$ cat config.mk
export PLATFORM = sky130hd
export DESIGN_NAME = regfile_port_arbiter_flat
export DESIGN_NICKNAME = d
export VERILOG_FILES = /design/src/rtl/regfile_port_arbiter_if.sv /design/src/rtl/regfile_port_arbiter.sv /design/src/flat_wrapper.sv
export SDC_FILE = /design/constraint.sdc
export NUM_CORES = 1
export LEC_CHECK = 0
export ABC_AREA = 1
export CORE_ASPECT_RATIO = 1.25
export CORE_UTILIZATION = 43
export DETAILED_ROUTE_END_ITERATION = 12
export GPL_TIMING_DRIVEN = 0
export HOLD_SLACK_MARGIN = 0.15
export PLACE_DENSITY = 0.89
export SYNTH_ARGS = -nofsm -noshare
export SYNTH_HDL_FRONTEND = slang
export SYNTH_SLANG_ARGS = --single-unit
export TNS_END_PERCENT = 1
$ cat constraint.sdc
create_clock -name clk -period 1.5 [get_ports clk]
set_input_delay 0.225 -clock clk [delete_from_list [all_inputs] [get_ports clk]]
set_output_delay 0.225 -clock clk [all_outputs]
set_load 0.01 [all_outputs]
$ cat src/rtl/regfile_port_arbiter_if.sv
// Requester and Register-port bundle for regfile_port_arbiter.
// slave = arbiter side, master = requesters plus Register array.
interface regfile_port_arbiter_if #(
    parameter int ADDR_WIDTH = 6,
    parameter int DATA_WIDTH = 32
);
    logic                  rd_valid;
    logic                  rd_ready;
    logic [ADDR_WIDTH-1:0] rd_rs1;
    logic [ADDR_WIDTH-1:0] rd_rs2;
    logic                  rsp_valid;
    logic                  rsp_ready;
    logic [DATA_WIDTH-1:0] rsp_rs1_data;
    logic [DATA_WIDTH-1:0] rsp_rs2_data;
    logic                  wb_valid;
    logic                  wb_ready;
    logic [ADDR_WIDTH-1:0] wb_addr;
    logic [DATA_WIDTH-1:0] wb_data;
    logic [ADDR_WIDTH-1:0] reg_addr;
    logic                  reg_wen;
    logic                  reg_ren;
    logic [DATA_WIDTH-1:0] reg_wdata;
    logic [DATA_WIDTH-1:0] reg_rdata;

    modport slave (
        input  rd_valid, rd_rs1, rd_rs2, rsp_ready,
        input  wb_valid, wb_addr, wb_data, reg_rdata,
        output rd_ready, rsp_valid, rsp_rs1_data, rsp_rs2_data,
        output wb_ready, reg_addr, reg_wen, reg_ren, reg_wdata
    );

    modport master (
        output rd_valid, rd_rs1, rd_rs2, rsp_ready,
        output wb_valid, wb_addr, wb_data, reg_rdata,
        input  rd_ready, rsp_valid, rsp_rs1_data, rsp_rs2_data,
        input  wb_ready, reg_addr, reg_wen, reg_ren, reg_wdata
    );
endinterface

$ cat src/rtl/regfile_port_arbiter.sv
// Serializes decode reads and writeback writes onto one register port.
// Define REGARB_X0_ZERO_EN to hardwire address 0 to zero.
module regfile_port_arbiter #(
    parameter int ADDR_WIDTH = 6,
    parameter int DATA_WIDTH = 32
) (
    input  logic                  clk,
    input  logic                  rst,
    regfile_port_arbiter_if.slave bus
);
    typedef enum logic [2:0] {
        IDLE,
        WR,
        RA,
        RB,
        RC,
        RSP
    } state_t;

    localparam logic GNT_RD = 1'b0;
    localparam logic GNT_WB = 1'b1;

    state_t                state;
    state_t                state_nx;
    logic                  last_grant;
    logic                  gnt_wb;
    logic                  gnt_rd;
    logic                  wr_en;
    logic                  rs1_kill;
    logic                  rs2_kill;
    logic [ADDR_WIDTH-1:0] wb_addr_q;
    logic [DATA_WIDTH-1:0] wb_data_q;
    logic [ADDR_WIDTH-1:0] rs1_q;
    logic [ADDR_WIDTH-1:0] rs2_q;
    logic [DATA_WIDTH-1:0] rs1_data_q;
    logic [DATA_WIDTH-1:0] rs2_data_q;

`ifdef REGARB_X0_ZERO_EN
    assign wr_en    = (wb_addr_q != '0);
    assign rs1_kill = (rs1_q == '0);
    assign rs2_kill = (rs2_q == '0);
`else
    assign wr_en    = 1'b1;
    assign rs1_kill = 1'b0;
    assign rs2_kill = 1'b0;
`endif

    // Ready is gated by rst so nothing handshakes while reset is held.
    always_comb begin
        gnt_wb = 1'b0;
        gnt_rd = 1'b0;
        if (state == IDLE && rst) begin
            if (bus.wb_valid && bus.rd_valid) begin
                gnt_wb = (last_grant == GNT_RD);
                gnt_rd = (last_grant == GNT_WB);
            end else begin
                gnt_wb = bus.wb_valid;
                gnt_rd = bus.rd_valid;
            end
        end
    end

    assign bus.wb_ready     = gnt_wb;
    assign bus.rd_ready     = gnt_rd;
    assign bus.rsp_valid    = (state == RSP);
    assign bus.rsp_rs1_data = rs1_data_q;
    assign bus.rsp_rs2_data = rs2_data_q;

    always_comb begin
        state_nx = state;
        unique case (state)
            IDLE: begin
                if (gnt_wb) begin
                    state_nx = WR;
                end else if (gnt_rd) begin
                    state_nx = RA;
                end
            end
            WR:  state_nx = IDLE;
            RA:  state_nx = RB;
            RB:  state_nx = RC;
            RC:  state_nx = RSP;
            RSP: begin
                if (bus.rsp_ready) begin
                    state_nx = IDLE;
                end
            end
            default: state_nx = IDLE;
        endcase
    end

    always_comb begin
        bus.reg_wen   = 1'b0;
        bus.reg_ren   = 1'b0;
        bus.reg_addr  = '0;
        bus.reg_wdata = '0;
        unique case (state)
            WR: begin
                bus.reg_wen   = wr_en;
                bus.reg_addr  = wb_addr_q;
                bus.reg_wdata = wb_data_q;
            end
            RA: begin
                bus.reg_ren  = 1'b1;
                bus.reg_addr = rs1_q;
            end
            RB: begin
                bus.reg_ren  = 1'b1;
                bus.reg_addr = rs2_q;
            end
            default: begin
            end
        endcase
    end

    // rdata lags ren by one cycle: rs1 arrives in RB, rs2 in RC.
    always_ff @(posedge clk or negedge rst) begin
        if (!rst) begin
            state      <= IDLE;
            last_grant <= GNT_RD;
            wb_addr_q  <= '0;
            wb_data_q  <= '0;
            rs1_q      <= '0;
            rs2_q      <= '0;
            rs1_data_q <= '0;
            rs2_data_q <= '0;
        end else begin
            state <= state_nx;
            if (gnt_wb) begin
                wb_addr_q  <= bus.wb_addr;
                wb_data_q  <= bus.wb_data;
                last_grant <= GNT_WB;
            end
            if (gnt_rd) begin
                rs1_q      <= bus.rd_rs1;
                rs2_q      <= bus.rd_rs2;
                last_grant <= GNT_RD;
            end
            if (state == RB) begin
                rs1_data_q <= rs1_kill ? '0 : bus.reg_rdata;
            end
            if (state == RC) begin
                rs2_data_q <= rs2_kill ? '0 : bus.reg_rdata;
            end
        end
    end
endmodule

$ cat src/flat_wrapper.sv
// flat-port wrapper written by rule: the top's interface ports become plain ports
module regfile_port_arbiter_flat 
#(
    parameter int ADDR_WIDTH = 6,
    parameter int DATA_WIDTH = 32
)
  (clk, rst, bus_rd_valid, bus_rd_rs1, bus_rd_rs2, bus_rsp_ready, bus_wb_valid, bus_wb_addr, bus_wb_data, bus_reg_rdata, bus_rd_ready, bus_rsp_valid, bus_rsp_rs1_data, bus_rsp_rs2_data, bus_wb_ready, bus_reg_addr, bus_reg_wen, bus_reg_ren, bus_reg_wdata);
  regfile_port_arbiter_if #(.ADDR_WIDTH(ADDR_WIDTH), .DATA_WIDTH(DATA_WIDTH)) bus_i ();
  input  logic clk;
  input  logic rst;
  input wire logic [$bits(bus_i.rd_valid)-1:0] bus_rd_valid;
  input wire logic [$bits(bus_i.rd_rs1)-1:0] bus_rd_rs1;
  input wire logic [$bits(bus_i.rd_rs2)-1:0] bus_rd_rs2;
  input wire logic [$bits(bus_i.rsp_ready)-1:0] bus_rsp_ready;
  input wire logic [$bits(bus_i.wb_valid)-1:0] bus_wb_valid;
  input wire logic [$bits(bus_i.wb_addr)-1:0] bus_wb_addr;
  input wire logic [$bits(bus_i.wb_data)-1:0] bus_wb_data;
  input wire logic [$bits(bus_i.reg_rdata)-1:0] bus_reg_rdata;
  output wire logic [$bits(bus_i.rd_ready)-1:0] bus_rd_ready;
  output wire logic [$bits(bus_i.rsp_valid)-1:0] bus_rsp_valid;
  output wire logic [$bits(bus_i.rsp_rs1_data)-1:0] bus_rsp_rs1_data;
  output wire logic [$bits(bus_i.rsp_rs2_data)-1:0] bus_rsp_rs2_data;
  output wire logic [$bits(bus_i.wb_ready)-1:0] bus_wb_ready;
  output wire logic [$bits(bus_i.reg_addr)-1:0] bus_reg_addr;
  output wire logic [$bits(bus_i.reg_wen)-1:0] bus_reg_wen;
  output wire logic [$bits(bus_i.reg_ren)-1:0] bus_reg_ren;
  output wire logic [$bits(bus_i.reg_wdata)-1:0] bus_reg_wdata;
  assign bus_i.rd_valid = bus_rd_valid;
  assign bus_i.rd_rs1 = bus_rd_rs1;
  assign bus_i.rd_rs2 = bus_rd_rs2;
  assign bus_i.rsp_ready = bus_rsp_ready;
  assign bus_i.wb_valid = bus_wb_valid;
  assign bus_i.wb_addr = bus_wb_addr;
  assign bus_i.wb_data = bus_wb_data;
  assign bus_i.reg_rdata = bus_reg_rdata;
  assign bus_rd_ready = bus_i.rd_ready;
  assign bus_rsp_valid = bus_i.rsp_valid;
  assign bus_rsp_rs1_data = bus_i.rsp_rs1_data;
  assign bus_rsp_rs2_data = bus_i.rsp_rs2_data;
  assign bus_wb_ready = bus_i.wb_ready;
  assign bus_reg_addr = bus_i.reg_addr;
  assign bus_reg_wen = bus_i.reg_wen;
  assign bus_reg_ren = bus_i.reg_ren;
  assign bus_reg_wdata = bus_i.reg_wdata;
  regfile_port_arbiter #(.ADDR_WIDTH(ADDR_WIDTH), .DATA_WIDTH(DATA_WIDTH)) u_core (.clk(clk), .rst(rst), .bus(bus_i));
endmodule
# Yosys cells after proc, flatten, opt, wreduce, memory -nomap -nowiden
# Cells that the tools add are included.
dict set report op_classes {
  eq_ne 7
  n_mux 14
  bitwise 1
  n_reduce_logical 6
}
# cell count
set ops {}
lappend ops {{$mux W32} 1}
lappend ops {{$pmux W6 S3} 1}
lappend ops {{$pmux W3 S5} 1}
lappend ops {{$mux W3} 3}
lappend ops {{$mux W1} 8}
lappend ops {{$eq A3 B2 Y1 const B} 2}
lappend ops {{$eq A3 B3 Y1 const B} 2}
lappend ops {{$eq A3 B1 Y1 const B} 1}
lappend ops {{$logic_not A3 Y1} 1}
lappend ops {{$ne A3 B3 Y1 const B} 1}
lappend ops {{$logic_and A1 B1 Y1} 2}
lappend ops {{$ne A2 B2 Y1 const B} 1}
lappend ops {{$reduce_and A2 Y1} 1}
lappend ops {{$reduce_bool A2 Y1} 1}
lappend ops {{$reduce_or A2 Y1} 1}
lappend ops {{$not A1 Y1} 1}
dict set report totals {
  regBits 118
  out_inout_bits 107
  elab_cells 36
}

# Depth between registers and ports, before layout
# Gate-level depths: netlist of run 1.
dict set report logic_depth {
  depth_word 6
  ltp_mapped 8
  mapped_depth_nobuf 7
}

# Least setup slack after synthesis of run 1
# OpenSTA, ideal clock, no wires.
dict set report synth_timing {
  kind {register to output}
  from {register u_core.state[1]}
  to {output bus_reg_wdata[22]}
  arrival_time_ps 1096
  required_ps 1275
  setup_slack_ps 179
  stages_incl_launch_ff 6
  n_path_buf 2
  path_cell_list {dfrtp_1 -> inv_1 -> nand3_1 -> buf_2 -> buf_2 -> nor2_1}
}
dict set report synth_between {
  elab_chain_len 2
}
# element line
set synth_rtl {}
lappend synth_rtl {{start: declaration} regfile_port_arbiter.sv:23} ;# state_t state;
lappend synth_rtl {{start signal: assignment} regfile_port_arbiter.sv:128} ;# state <= state_nx;
lappend synth_rtl {{$eq A3 B1 Y1} regfile_port_arbiter.sv:97} ;# unique case (state)
lappend synth_rtl {{$mux W32} regfile_port_arbiter.sv:97}
lappend synth_rtl {{end: declaration} flat_wrapper.sv:27} ;# output wire logic [$bits(bus_i.reg_wdata)-1:0] bus_reg_wdata;
# Every way passes these cells.

# Final worst setup path of run 1
dict set report layout_timing {
  from {register u_core.state[0]}
  to {output bus_reg_addr[5]}
}
dict set report layout_between {
  elab_chain_len 2
}
# element line
set layout_rtl {}
lappend layout_rtl {{$eq A3 B2 Y1 / $eq A3 B1 Y1 (equally long branches)} regfile_port_arbiter.sv:97}
lappend layout_rtl {{$pmux W6 S3 *} regfile_port_arbiter.sv:97}
lappend layout_rtl {{end: declaration} flat_wrapper.sv:24} ;# output wire logic [$bits(bus_i.reg_addr)-1:0] bus_reg_addr;
# Every way passes the cells marked *; elsewhere a longest branch is shown, timed or not.

==> qor.csv, run 1 <==
stage;metric;value;unit
global_routing;gr-total-overflow;0;
setup_path;critPathMaxFanout;7;
clock_tree;cts_root_buf;clkbuf_16;
synth;synth_warnings;0;
sta;worst_pin_slew;0.432;ns
power_and_ir_drop;part_of_the_power_in_the_clock_network;24.6;%
synth;syn-mean-instance-area;8.76;um^2
final_layout;final_layout_size_suffix_gt1_share;18.4;%
sta;final-max-slew-violation-count;0;
route;route.detailed.vias_per_inst;4.92;
final_layout;final-instance-count-excl-fill;919;
route;drt_drc_violations_left;0;
die;floorplan.core_area;0.0107;mm^2
placement;placedCellCount;872;
final_layout;num-nets-final;861;
sta;finalHoldWorstSlack;-0.285;ns
setup_path;arrival;1.69;ns
clock_tree;cts_num_sinks;118;
die;ioPinCount;194;
placement;post-dp-hpwl;10100;um
setup_path;criticalPathCategory;flip-flop to output pin;
sta;period_needed;1.92;ns
power_and_ir_drop;p_int;10.1;mW
sta;grt_setup_unrepaired;yes;
setup_path;critical_path.endpoint_type;output pin;
power_and_ir_drop;p_leak;3.92;nW
sta;fmax;521;MHz
global_routing;grt_max_degree;53;
sta;finalSetupViolCount;42;
global_routing;grt_pass1_wl;22500;um
power_and_ir_drop;switching_pwr;5.86;mW
setup_path;worstSetupStartpointType;flip-flop;
final_layout;area_growth_syn_to_layout;60.5;%
synth;post_synth_instance_area;0.00478;mm^2
final_layout;final_util;71.7;%
power_and_ir_drop;fraction_of_power_spent_switching_nets;36.7;%
placement;globalplace.congestion;0.826;
outcome;run_status;complete, but fails checks;
clock_tree;clockBufferDepth;2;
sta;finClkSkew;0.00427;ns
route;detailedRoute.firstPassIterationCount;4;
clock_tree;clock_latency;0.41;ns
power_and_ir_drop;comb_power_share;40.8;%
final_layout;final_area;0.00768;mm^2
clock_tree;clkSlewWorstSetupHoldPaths;0.06;ns
sta;max_slew_margin;71.2;%
die;dieArea;0.0116;mm^2
sta;final.period_utilization;128;%
sta;fin_tns_setup;-11.74;ns
power_and_ir_drop;peakVddDrop;1330;uV
final_layout;final_common_cell;nand2_1;
final_layout;most-common-layout-cells;nand2_1 (158), dfrtp_1 (117), o21ai_0 (92);
final_layout;antenna_cells;0;
route;postRouteAntennaNets;0;
power_and_ir_drop;total_power;16.0;mW
die;die_y;120;um
route;routed_wl;14500;um
run;drv.max_cap_violation_count;0;
synth;ys_ff_latch;118;
die;initial_utilization;44.6;%
global_routing;grt_usage;25.9;%
outcome;failing_checks;hold timing, setup timing;
route;route.vias.total;4520;
placement;dp_worst_setup_slack;-1.15;ns
die;floorplan.die.width;96.4;um
final_layout;count_of_fill_cells_added_during_filler_insertion;779;
clock_tree;h-tree-depth;4;
die;core.rowCount;42;
sta;worst_slack;-0.420;ns
power_and_ir_drop;power_density;2080;mW/mm^2
placement;place_area;0.00691;mm^2
route;wl_per_cell;15.8;um
synth;synth.yosys.seq_area_share;61.7;%
global_routing;grt_antenna_before_repair;0;
sta;timing.final.hold_violations;50;
synth;syn_inst;546;
clock_tree;cts_tree;built;
setup_path;required_time_of_the_critical_path;1.27;ns
placement;number_of_input_and_output_port_buffers_inserted;193;
global_routing;first_global_vias;4736;
synth;post_synth_num_cell_types;19;
min_path;holdCritPathClass;input port to asynchronous set/reset pin;
power_and_ir_drop;sequential_power_share;34.6;%
synth;synth.net_count;633;
clock_tree;cts_inserted_buffers;17;
route;detail_route.iter0.violations;250;
==> critical path, stage by stage, from the launching register on <==
cell      delay [ns]
dfrtp_2         0.48
buf_6           0.15
nor3_4          0.17
buf_6           0.15
nand2_1         0.06
o211ai_1        0.11
buf_2           0.18
==> metal layers <==
| metal | GRT usage [%] | share of wire (%) | vias to the layer above |
|---|---|---|---|
| met5 | 0 | 0 | - |
| met4 | 15.1 | 4.9 | 0 |
| met3 | 5.64 | 5.9 | 51 |
| met2 | 44.8 | 52 | 204 |
| met1 | 28.7 | 37 | 2131 |
| li1 | - | - | 2134 |
==> Yosys cell counts, drive strengths merged <==
master | number | area, um^2
clkbuf | 7 | 26.3
o21ai | 102 | 510
nor3 | 1 | 10.0
dfrtp | 118 | 2950
o21bai | 1 | 7.51
nand2 | 162 | 608
inv | 81 | 304
o211ai | 6 | 45.0
nand3 | 5 | 30.0
buf | 21 | 120
a21oi | 2 | 10.0
nor2 | 40 | 160
==> registers in the layout, indices dropped and copies added, names as in the netlist <==
register / flops
u_core.bus.rsp_rs1_data: 32
u_core.bus.rsp_rs2_data: 32
u_core.wb_data_q: 32
u_core.rs1_q: 6
u_core.rs2_q: 6
u_core.wb_addr_q: 6
u_core.state: 3
u_core.last_grant: 1
==> worst paths after layout <==
kind	slack, ns	endpoint	start	cells after the start
worst max-delay path	-0.42	bus_reg_addr[5]	u_core.state[0]$_DFFE_PN0P_	6
worst min-delay path	-0.28	u_core.bus.rsp_rs2_data[21]$_DFFE_PN0N_	rst	1
worst max register to register	0.02	u_core.wb_data_q[7]$_DFFE_PN0P_	u_core.state[0]$_DFFE_PN0P_	6
worst min register to register	0.48	u_core.bus.rsp_rs2_data[3]$_DFFE_PN0N_	u_core.bus.rsp_rs2_data[3]$_DFFE_PN0N_	2
max in group asynchronous	1.12	u_core.bus.rsp_rs2_data[22]$_DFFE_PN0N_	rst	2
min in group clk	0.36	u_core.rs2_q[5]$_DFFE_PN0P_	bus_rd_rs2[5]	3
==> cell type report <==
class / instances / area (um^2) / share of cell area, %
clock buffer: 17 / 425 / 5.54
tap: 132 / 165 / 2.15
timing repair buffer: 211 / 1960 / 25.5
inverter: 81 / 309 / 4.02
multi-input combinational: 319 / 1480 / 19.2
buffer: 26 / 236 / 3.08
clock inverter: 15 / 156 / 2.04
sequential: 118 / 2950 / 38.5
==> power groups by stage <==
stage | registers [mW] | clock network [mW] | logic, mW
2_1_floorplan | 5.80 | 0 | 2.56
3_3_place_gp | 5.45 | 0 | 6.29
3_5_place_dp | 5.53 | 0 | 6.53
4_1_cts | 5.48 | 3.97 | 6.24
5_1_grt | 5.67 | 4.12 | 7.15
6_report | 5.52 | 3.93 | 6.51
==> repair_timing <==
item                                    CTS  global route
setup buffers                            13             3
pin swaps                                 3             2
gates cloned                              1             0
endpoints found under the setup margin  157           115
gates resized for setup                 259            52
hold endpoints to repair                 83            83
==> cell families (layout without fill, tap and decap cells) <==
logic type / after synthesis / after routing / share of synthesized area, %
flops: 118 / 118 / 61.7
compound gates: 111 / 111 / 12.0
simple gates: 208 / 208 / 16.9
buf+inv: 109 / 350 / 9.41
No activity file was read; power rests on OpenSTA's default activity.
==> run 2, diff against run 1 <==
--- a/config.mk
+++ b/config.mk
@@ -11,6 +11,7 @@
 export DETAILED_ROUTE_END_ITERATION = 12
 export GPL_TIMING_DRIVEN = 0
 export HOLD_SLACK_MARGIN = 0.15
+export MAX_ROUTING_LAYER = met4
 export PLACE_DENSITY = 0.89
 export SYNTH_ARGS = -nofsm -noshare
 export SYNTH_HDL_FRONTEND = slang
==> qor.csv, run 2 (same netlist as run 1, synthesis figures left out) <==
stage;metric;value;unit;change
sta;worst_pin_slew;0.431;ns;-0.00169 ns
route;detail_route.iter0.violations;214;;-14%
sta;finalSetupViolCount;42;;unchanged
die;floorplan.die.width;96.4;um;unchanged
setup_path;crit-reg2reg-capture;u_core.wb_data_q[7]$_DFFE_PN0P_;;
final_layout;final_area;0.00768;mm^2;unchanged
setup_path;arrival;1.70;ns;about the same
die;floorplan.core_area;0.0107;mm^2;unchanged
global_routing;first_global_vias;4724;;-0.25%
outcome;run_status;complete, but fails checks;;
sta;max_slew_margin;71.3;%;+0.11 points
setup_path;critical_path.endpoint_type;output pin;;
global_routing;grt_usage;26.7;%;+0.74 points
final_layout;final_common_cell;nand2_1;;
setup_path;critPathMaxFanout;7;;unchanged
global_routing;grt_antenna_before_repair;0;;unchanged
clock_tree;cts_num_sinks;118;;unchanged
power_and_ir_drop;total_power;15.9;mW;-0.11%
setup_path;worstSetupStartpointType;flip-flop;;
setup_path;criticalPathCategory;flip-flop to output pin;;
sta;grt_setup_unrepaired;yes;;
setup_path;required_time_of_the_critical_path;1.27;ns;about the same
clock_tree;clock_latency;0.41;ns;about the same
route;route.vias.total;4512;;-0.18%
sta;final-max-slew-violation-count;0;;unchanged
setup_path;reg2reg_depth;6;;unchanged
clock_tree;cts_tree;built;;
final_layout;count_of_fill_cells_added_during_filler_insertion;779;;unchanged
global_routing;grt_pass1_wl;22400;um;about the same
placement;post-dp-hpwl;10100;um;unchanged
sta;period_needed;1.92;ns;+0.00362 ns
final_layout;most-common-layout-cells;nand2_1 (158), dfrtp_1 (117), o21ai_0 (95);;
final_layout;area_growth_syn_to_layout;60.5;%;unchanged
route;wl_per_cell;15.7;um;-0.19%
die;dieArea;0.0116;mm^2;unchanged
die;core.rowCount;42;;unchanged
sta;final.period_utilization;128;%;+0.24 points
min_path;holdCritPathClass;input port to asynchronous set/reset pin;;
die;initial_utilization;44.6;%;unchanged
power_and_ir_drop;power_density;2070;mW/mm^2;-0.11%
final_layout;num-nets-final;861;;unchanged
sta;finClkSkew;0.00447;ns;+0.000202 ns
power_and_ir_drop;p_leak;3.92;nW;about the same
sta;finalHoldWorstSlack;-0.283;ns;+0.00124 ns
route;routed_wl;14500;um;-0.19%
clock_tree;h-tree-depth;4;;unchanged
sta;fmax;520;MHz;-0.19%
run;drv.max_cap_violation_count;0;;unchanged
global_routing;gr-total-overflow;0;;unchanged
final_layout;final_layout_size_suffix_gt1_share;18.4;%;unchanged
die;ioPinCount;194;;unchanged
setup_path;reg2reg_from;u_core.state[0]$_DFFE_PN0P_;;
clock_tree;clkSlewWorstSetupHoldPaths;0.06;ns;about the same
sta;worst_slack;-0.423;ns;-0.00362 ns
clock_tree;clockBufferDepth;2;;unchanged
clock_tree;cts_inserted_buffers;17;;unchanged
sta;timing.final.hold_violations;50;;unchanged
global_routing;grt_max_degree;53;;unchanged
outcome;failing_checks;hold timing, setup timing;;
placement;globalplace.congestion;0.839;;+1.5%
setup_path;timing.reg2reg.setup_slack;0.02;ns;about the same
route;route.detailed.vias_per_inst;4.91;;-0.18%
final_layout;antenna_cells;0;;unchanged
placement;number_of_input_and_output_port_buffers_inserted;193;;unchanged
route;drt_drc_violations_left;0;;unchanged
power_and_ir_drop;peakVddDrop;1330;uV;+0.26%
route;postRouteAntennaNets;0;;unchanged
die;die_y;120;um;unchanged
clock_tree;cts_root_buf;clkbuf_16;;
placement;place_area;0.00691;mm^2;unchanged
route;detailedRoute.firstPassIterationCount;4;;unchanged
-- run 2: cell counts in the layout (fill, tap and decap cells not counted) --
No cell type changed its count.
-- run 2: worst max-delay path: stages, from the launching register on --
cell      delay (ns)
dfrtp_2         0.48
buf_6           0.15
nor3_4          0.17
buf_6           0.15
nand2_1         0.06
o211ai_1        0.11
buf_2           0.18
-- run 2: layout make-up --
class	instances	area [um^2]	share of cell area, %
tap	132	165	2.15
clock inverter	15	156	2.04
buffer	26	236	3.08
sequential	118	2950	38.5
multi-input combinational	319	1480	19.2
timing repair buffer	211	1960	25.5
clock buffer	17	425	5.54
inverter	81	309	4.02
-- run 2: per-layer routing --
metal	share of wire [%]	track usage [%]	wire (um)
met1	38	29.5	5460
met4	4.8	15.9	697
met5	0	-	0
met3	4.8	4.37	690
met2	53	44.6	7600
-- run 2: worst max path at each step --
stage | start | endpoint | depth (start not counted)
floorplan | u_core.state[1]$_DFFE_PN0P_ | bus_reg_wdata[22] | 5
global placement | rst | bus_wb_ready | 6
detailed placement | rst | bus_wb_ready | 7
CTS | u_core.state[1]$_DFFE_PN0P_ | bus_reg_addr[0] | 7
global route | u_core.state[0]$_DFFE_PN0P_ | bus_reg_addr[5] | 6
finish | u_core.state[0]$_DFFE_PN0P_ | bus_reg_addr[5] | 6
-- run 2: report_power, final --
part | leakage, nW | total, mW | switching (mW) | internal, mW
clock network | 0.283 | 3.92 | 1.47 | 2.45
logic | 2.18 | 6.50 | 3.61 | 2.89
registers | 1.45 | 5.52 | 0.771 | 4.75
-- run 2: timing repair --
item,CTS,global route
resized for setup,259,49
gates cloned,1,0
setup buffers,13,3
endpoints found under the hold margin,83,83
endpoints found under the setup margin,157,115
pin swaps,3,2
-- run 2: metrics by stage --
| stage | setup TNS (ns) | std cells | utilization [%] | worst slack [ns] |
|---|---|---|---|---|
| floorplan | 0 | 546 | - | 0.179 |
| global placement | -718.33 | 871 | 64.2 | -4.77 |
| detailed placement | -48.14 | 872 | 64.4 | -1.15 |
| CTS | -10.73 | 916 | 70.5 | -0.363 |
| global route | -16.07 | 919 | 71.7 | -0.487 |
| finish | -11.76 | 919 | 71.7 | -0.423 |
